File: config.mk
export PLATFORM = sky130hd
export DESIGN_NAME = router_pkt_tx_flat
export DESIGN_NICKNAME = d
export VERILOG_FILES = /design/src/rtl/router_pkt_tx_if.sv /design/src/rtl/router_pkt_tx.sv /design/src/flat_wrapper.sv
export SDC_FILE = /design/constraint.sdc
export NUM_CORES = 1
export LEC_CHECK = 0
export BUFFER_PORTS_ARGS = -buffer_cell sky130_fd_sc_hd__buf_2
export CORE_MARGIN = 3
export CORE_UTILIZATION = 67
export DETAILED_ROUTE_END_ITERATION = 7
export PLACE_DENSITY = 0.83
export SLEW_MARGIN = 10
export SYNTH_ARGS = -nofsm -noshare
export SYNTH_HDL_FRONTEND = slang
export SYNTH_SLANG_ARGS = --single-unit
File: constraint.sdc
create_clock -name clock -period 6.6 [get_ports clock]
set_clock_uncertainty 0.05 [all_clocks]
set_input_delay 0.33 -clock clock [delete_from_list [all_inputs] [get_ports clock]]
set_output_delay 0.33 -clock clock [all_outputs]
set_load 0.02 [all_outputs]
File: src/rtl/router_pkt_tx_if.sv
// Host/router-side signal bundle for router_pkt_tx.
//   slave  : the transmitter (router_pkt_tx) view
//   master : the host/test view that drives writes, start, dest_addr and busy
// Signals:
//   wr_en, wr_data            payload buffer write
//   start, dest_addr          send request and destination port (3 illegal)
//   busy                      router stall
//   pkt_valid, data_out       byte-serial stream to the router
//   tx_active, done           status: not idle / parity accepted pulse
//   start_err, wr_drop        rejected start / discarded write pulses
//   wr_count                  bytes currently buffered
interface router_pkt_tx_if;
  logic       wr_en;
  logic [7:0] wr_data;
  logic       start;
  logic [1:0] dest_addr;
  logic       busy;
  logic       pkt_valid;
  logic [7:0] data_out;
  logic       tx_active;
  logic       done;
  logic       start_err;
  logic       wr_drop;
  logic [5:0] wr_count;

  modport slave (
    input  wr_en, wr_data, start, dest_addr, busy,
    output pkt_valid, data_out, tx_active, done, start_err, wr_drop, wr_count
  );

  modport master (
    output wr_en, wr_data, start, dest_addr, busy,
    input  pkt_valid, data_out, tx_active, done, start_err, wr_drop, wr_count
  );
endinterface

File: src/rtl/router_pkt_tx.sv
// Packet source for a router input port. Buffers up to 63 payload bytes, then
// sends header {len, addr}, the payload and a trailing XOR parity byte with
// pkt_valid framing, honouring the router's busy stall. All outputs registered.
// Ports:
//   clock  rising-edge clock
//   reset  asynchronous active-high reset
//   bus    router_pkt_tx_if.slave (write port, start request, stream, status)
// Parameters:
//   IDLE_GAP  idle cycles after each parity byte before IDLE (minimum 1)
module router_pkt_tx #(
  parameter int unsigned IDLE_GAP = 2
) (
  input  logic           clock,
  input  logic           reset,
  router_pkt_tx_if.slave bus
);

  localparam int unsigned GapW = (IDLE_GAP > 1) ? $clog2(IDLE_GAP) : 1;
  localparam logic [GapW-1:0] GapLast = GapW'(IDLE_GAP - 1);

  typedef enum logic [2:0] {StIdle, StHeader, StPayload, StParity, StGap} state_e;

  state_e          state_q, state_d;
  logic [5:0]      cnt_q, cnt_d;
  logic [5:0]      len_q, len_d;
  logic [5:0]      idx_q, idx_d;
  logic [7:0]      par_q, par_d;
  logic [GapW-1:0] gap_q, gap_d;
  logic [7:0]      dout_q, dout_d;
  logic            pv_q, pv_d;
  logic            act_q, act_d;
  logic            done_q, done_d;
  logic            serr_q, serr_d;
  logic            drop_q, drop_d;
  logic            mem_we;
  logic [7:0]      mem_q [64];

  // Payload storage has no reset; its contents are irrelevant after reset.
  always_ff @(posedge clock) begin
    if (mem_we) begin
      mem_q[cnt_q] <= bus.wr_data;
    end
  end

  // Outputs are computed for the next state so the registered value lines up
  // with the state being entered (header appears on the start-accept edge).
  always_comb begin
    state_d = state_q;
    cnt_d   = cnt_q;
    len_d   = len_q;
    idx_d   = idx_q;
    par_d   = par_q;
    gap_d   = gap_q;
    dout_d  = dout_q;
    pv_d    = pv_q;
    done_d  = 1'b0;
    serr_d  = 1'b0;
    drop_d  = 1'b0;
    mem_we  = 1'b0;

    unique case (state_q)
      StIdle: begin
        if (bus.start) begin
          if (cnt_q == 6'd0 || bus.dest_addr == 2'd3) begin
            serr_d = 1'b1;
          end else begin
            state_d = StHeader;
            len_d   = cnt_q;
            dout_d  = {cnt_q, bus.dest_addr};
            pv_d    = 1'b1;
          end
        end
        // A write alongside start is always dropped, whatever start's outcome.
        if (bus.wr_en) begin
          if (bus.start || cnt_q == 6'd63) begin
            drop_d = 1'b1;
          end else begin
            mem_we = 1'b1;
            cnt_d  = cnt_q + 6'd1;
          end
        end
      end
      StHeader: begin
        if (!bus.busy) begin
          par_d   = dout_q;
          idx_d   = 6'd0;
          dout_d  = mem_q[0];
          state_d = StPayload;
        end
      end
      StPayload: begin
        if (!bus.busy) begin
          par_d = par_q ^ dout_q;
          idx_d = idx_q + 6'd1;
          if (idx_q == len_q - 6'd1) begin
            state_d = StParity;
            dout_d  = par_q ^ dout_q;
            pv_d    = 1'b0;
          end else begin
            dout_d = mem_q[idx_q + 6'd1];
          end
        end
      end
      StParity: begin
        if (!bus.busy) begin
          state_d = StGap;
          done_d  = 1'b1;
          cnt_d   = 6'd0;
          dout_d  = 8'h00;
          gap_d   = '0;
        end
      end
      StGap: begin
        if (gap_q == GapLast) begin
          state_d = StIdle;
        end else begin
          gap_d = gap_q + 1'b1;
        end
      end
      default: state_d = StIdle;
    endcase

    if (state_q != StIdle && bus.wr_en) begin
      drop_d = 1'b1;
    end

    act_d = (state_d != StIdle);
  end

  always_ff @(posedge clock or posedge reset) begin
    if (reset) begin
      state_q <= StIdle;
      cnt_q   <= 6'd0;
      len_q   <= 6'd0;
      idx_q   <= 6'd0;
      par_q   <= 8'h00;
      gap_q   <= '0;
      dout_q  <= 8'h00;
      pv_q    <= 1'b0;
      act_q   <= 1'b0;
      done_q  <= 1'b0;
      serr_q  <= 1'b0;
      drop_q  <= 1'b0;
    end else begin
      state_q <= state_d;
      cnt_q   <= cnt_d;
      len_q   <= len_d;
      idx_q   <= idx_d;
      par_q   <= par_d;
      gap_q   <= gap_d;
      dout_q  <= dout_d;
      pv_q    <= pv_d;
      act_q   <= act_d;
      done_q  <= done_d;
      serr_q  <= serr_d;
      drop_q  <= drop_d;
    end
  end

  assign bus.pkt_valid = pv_q;
  assign bus.data_out  = dout_q;
  assign bus.tx_active = act_q;
  assign bus.done      = done_q;
  assign bus.start_err = serr_q;
  assign bus.wr_drop   = drop_q;
  assign bus.wr_count  = cnt_q;

endmodule
File: src/flat_wrapper.sv
// flat-port wrapper written by rule: the top's interface ports become plain ports
module router_pkt_tx_flat 
#(
  parameter int unsigned IDLE_GAP = 2
)
  (clock, reset, bus_wr_en, bus_wr_data, bus_start, bus_dest_addr, bus_busy, bus_pkt_valid, bus_data_out, bus_tx_active, bus_done, bus_start_err, bus_wr_drop, bus_wr_count);
  router_pkt_tx_if bus_i ();
  input  logic clock;
  input  logic reset;
  input wire logic [$bits(bus_i.wr_en)-1:0] bus_wr_en;
  input wire logic [$bits(bus_i.wr_data)-1:0] bus_wr_data;
  input wire logic [$bits(bus_i.start)-1:0] bus_start;
  input wire logic [$bits(bus_i.dest_addr)-1:0] bus_dest_addr;
  input wire logic [$bits(bus_i.busy)-1:0] bus_busy;
  output wire logic [$bits(bus_i.pkt_valid)-1:0] bus_pkt_valid;
  output wire logic [$bits(bus_i.data_out)-1:0] bus_data_out;
  output wire logic [$bits(bus_i.tx_active)-1:0] bus_tx_active;
  output wire logic [$bits(bus_i.done)-1:0] bus_done;
  output wire logic [$bits(bus_i.start_err)-1:0] bus_start_err;
  output wire logic [$bits(bus_i.wr_drop)-1:0] bus_wr_drop;
  output wire logic [$bits(bus_i.wr_count)-1:0] bus_wr_count;
  assign bus_i.wr_en = bus_wr_en;
  assign bus_i.wr_data = bus_wr_data;
  assign bus_i.start = bus_start;
  assign bus_i.dest_addr = bus_dest_addr;
  assign bus_i.busy = bus_busy;
  assign bus_pkt_valid = bus_i.pkt_valid;
  assign bus_data_out = bus_i.data_out;
  assign bus_tx_active = bus_i.tx_active;
  assign bus_done = bus_i.done;
  assign bus_start_err = bus_i.start_err;
  assign bus_wr_drop = bus_i.wr_drop;
  assign bus_wr_count = bus_i.wr_count;
  router_pkt_tx #(.IDLE_GAP(IDLE_GAP)) u_core (.clock(clock), .reset(reset), .bus(bus_i));
endmodule
==> flow_metrics.py <==
metrics = {
    "status": {
        "status": "finished, final reports clean",
    },
    "logic_synthesis": {
        "yosysMostFrequentCell": "edfxtp_1",
        "synth_top_area_cell": "edfxtp_1",
        "ys.flop_type": "edfxtp_1",
        "ys_ff_latch": 555,
        "yosysSeqAreaShare_pct": 72.7,
        "synth_cells": 1247,
        "syn_area_um2": 22600,
        "synth-edff-count": 512,
        "synthTopCellsByCount": "edfxtp_1 (512), mux4_2 (136), nand2_1 (111)",
        "postSynth.asyncResetShare_pct": 7.75,
        "syn-num-nets": 1266,
        "ys.warnings.count": 0,
        "yosysTopAreaCellShare_pct": 67.9,
        "synthDistinctLibCells": 55,
        "syn_avg_cell_area_um2": 18.1,
        "yosys-top-cells-area": "edfxtp_1 (68%), mux4_2 (14%), dfrtp_1 (4.8%), nand2_1 (1.8%), nor2_1 (1.5%)",
    },
    "critical_path": {
        "r2r_setup_slack_ps": 2600,
        "crit_type": "flop to flop",
        "timing.rr.start": "u_core.idx_q[0]$_DFFE_PP0P_",
        "path_max_fanout": 58,
        "cp-start-kind": "flop",
        "reg2reg_to": "u_core.bus.data_out[4]$_DFFE_PP0P_",
        "worstRegToRegCells": 6,
        "end_kind": "flop",
        "critPathRequiredTime_ps": 6980,
        "cp_data_arrival_time_ps": 4380,
    },
    "global_route": {
        "grt_util_met2_pct": 49.2,
        "grt_max_degree": 65,
        "grt_pass1_wl_um": 82900,
        "grt_util_met1_pct": 46.1,
        "overflow": 0,
        "top_usage_layer": "met2",
        "grt_util_all_layers_pct": 31.6,
        "met3_usage_pct": 6.78,
        "grt_pass1_vias": 12577,
        "antenna_found_initial": 0,
    },
    "hold_path": {
        "hold_path_depth": 2,
        "min_to": "u_core.bus.wr_drop$_DFF_PP0_",
        "hold_start": "bus_wr_en",
        "holdCritPathClass": "primary input to flop",
    },
    "die": {
        "fp.coreArea_um2": 32900,
        "io_pins": 34,
        "dieArea_um2": 36000,
        "rows": 66,
        "dieWidth_um": 190,
        "fp.dieH_um": 190,
        "start_util_pct": 68.7,
    },
    "pwr": {
        "power_w": 0.0103,
        "power.density_nw_per_um2": 418,
        "seqPwrFrac_pct": 41.2,
        "switchingPower_w": 0.00337,
        "irDropWorstVdd_uv": 323,
        "p_leak_nw": 7.92,
        "p_int_w": 0.00698,
        "clockPowerShare_pct": 27.5,
        "comb_power_share_pct": 31.3,
        "switching_share_pct": 32.5,
    },
    "place": {
        "dp.cells": 1663,
        "port_buffers": 33,
        "pre_cts_slack_ps": 2620,
        "dp_hpwl_um": 30700,
        "place_congestion": 0.892,
    },
    "drt": {
        "firstDrtPassIters": 8,
        "vias_per_cell": 7.22,
        "drc": 0,
        "drt_iter0_drc": 2110,
        "postRouteWirelength_um": 54900,
        "routedWlPerCell_um": 31.3,
        "ant_nets": 0,
        "vias": 12655,
    },
    "cts": {
        "cts.htree.levels": 2,
        "clk_path_buf_depth": 3,
        "clk_latency_ps": 570,
        "cts_made_buffers": 52,
        "cts_sinks": 555,
        "cts-resized-gates": 0,
        "cts-root-buf": "clkbuf_16",
        "cts_tree": "done",
        "clk_pin_slew_ps": 70,
    },
    "final_layout": {
        "layout.nets": 1295,
        "fin_util_pct": 75.1,
        "area_growth_syn_to_layout_pct": 9.29,
        "stdcell_count": 1753,
        "diodes": 0,
        "drive_above_1_share_pct": 20.6,
    },
    "sta": {
        "finalSetupTns_ps": 0,
        "finalHoldViolations": 0,
        "post-route-min-period_ps": 4000,
        "worstMarginPinSlew_ps": 1300,
        "fmax_mhz": 250,
        "relSlewSlack_pct": 12.5,
        "finalSetupViolCount": 0,
        "finalCritPeriodShare_pct": 60.6,
        "drv_slew": 0,
        "rsz0062_at_grt": "false",
        "worst_slack_ps": 2600,
    },
    "flow_run": {
        "maxCapViolCount": 0,
    },
}
-- cell type report --
cell class                      instances  area (µm²)
Sequential cell                       555       16500
Fill cell                            1685        8220
Multi-Input combinational cell        611        5810
Clock buffer                           60        1350
Tap cell                              442         553
Timing Repair Buffer                   45         283
Clock inverter                         29         235
Inverter                               11        41.3
-- critical path: stages, from the launching register on --
cell	delay [ps]
dfrtp_4	1110
ha_4	910
buf_4	490
mux4_2	360
mux4_2	480
o2111ai_1	260
a32oi_1	150
-- flip-flops by register name, summed over array words and instances, names as in the netlist --
signal and cells:
u_core.idx_q 6, u_core.bus.wr_drop 1, u_core.len_q 6, u_core.gap_q 1, u_core.bus.wr_count 6, u_core.bus.start_err 1, u_core.bus.done 1, u_core.mem_q 512
u_core.bus.pkt_valid 1, u_core.par_q 8, u_core.bus.data_out 8, u_core.state_q 3, u_core.bus.tx_active 1
-- stage by stage --
step	area [µm²]	hold slack [ps]
final	24700	33.7
after global routing	24700	21.9
after CTS	24700	11.1
after detailed placement	23100	442
after global placement	23100	418
after floorplan	22600	379
-- power groups by stage --
| stage | Combinational (W) | Clock (W) | Sequential [W] |
|---|---|---|---|
| 4_1_cts | 0.00319 | 0.00286 | 0.00425 |
| 3_5_place_dp | 0.00310 | 0 | 0.00432 |
| 3_3_place_gp | 0.00303 | 0 | 0.00431 |
| 5_1_grt | 0.00342 | 0.00300 | 0.00428 |
| 2_1_floorplan | 0.00242 | 0 | 0.00415 |
| 6_report | 0.00324 | 0.00284 | 0.00427 |
-- how the worst max path moves through the flow --
stage                                            from                                 end  slack, ps
after floorplan           u_core.idx_q[1]$_DFFE_PP0P_  u_core.bus.data_out[1]$_DFFE_PP0P_       4070
after global placement    u_core.idx_q[0]$_DFFE_PP0P_  u_core.bus.data_out[4]$_DFFE_PP0P_       2690
after detailed placement  u_core.idx_q[0]$_DFFE_PP0P_  u_core.bus.data_out[4]$_DFFE_PP0P_       2620
after CTS                 u_core.idx_q[0]$_DFFE_PP0P_  u_core.bus.data_out[4]$_DFFE_PP0P_       2570
after global routing      u_core.idx_q[0]$_DFFE_PP0P_  u_core.bus.data_out[7]$_DFFE_PP0P_       2410
final                     u_core.idx_q[0]$_DFFE_PP0P_  u_core.bus.data_out[4]$_DFFE_PP0P_       2600
-- what timing repair did --
action	CTS	global route
hold buffers	1	0
hold endpoints to repair	43	0
setup buffers	0	0
-- metal layers --
layer  part of all wire [%]  vias up
met2                     47     1121
met3                     13      218
li1                       -     5039
met1                     35     6277
met4                    4.4        0
met5                      0        -
-- cells by family after synthesis --
family                   count (synthesis)  share of synthesized area, %
adder cells (fa/ha/maj)                  4                         0.221
multiplexers                           164                          14.8
XOR/XNOR                                25                          1.05
AND/OR/NAND/NOR                        296                          5.76
AO/OA/AOI/OAI                          122                          3.69
flip-flops                             555                          72.7
buffers and inverters                   81                          1.79
-- layout by cell type (no fill, tap or decap), types with 7 or more instances in the layout --
master,n
edfxtp_1,512
mux4_2,136
nand2_1,111
nor2_1,91
nand3_1,53
clkbuf_16,53
dfrtp_1,42
o21ai_0,33
buf_2,28
mux2i_1,23
a21oi_1,19
xor2_1,16
buf_4,15
a211oi_1,13
clkinv_1,13
clkinv_2,11
inv_1,10
o22ai_1,9
o2111ai_1,8
a221oi_1,8
a32oi_1,8
nor3_1,7
a22oi_1,7
clkbuf_1,7
Power figures use the tool's default switching activity.
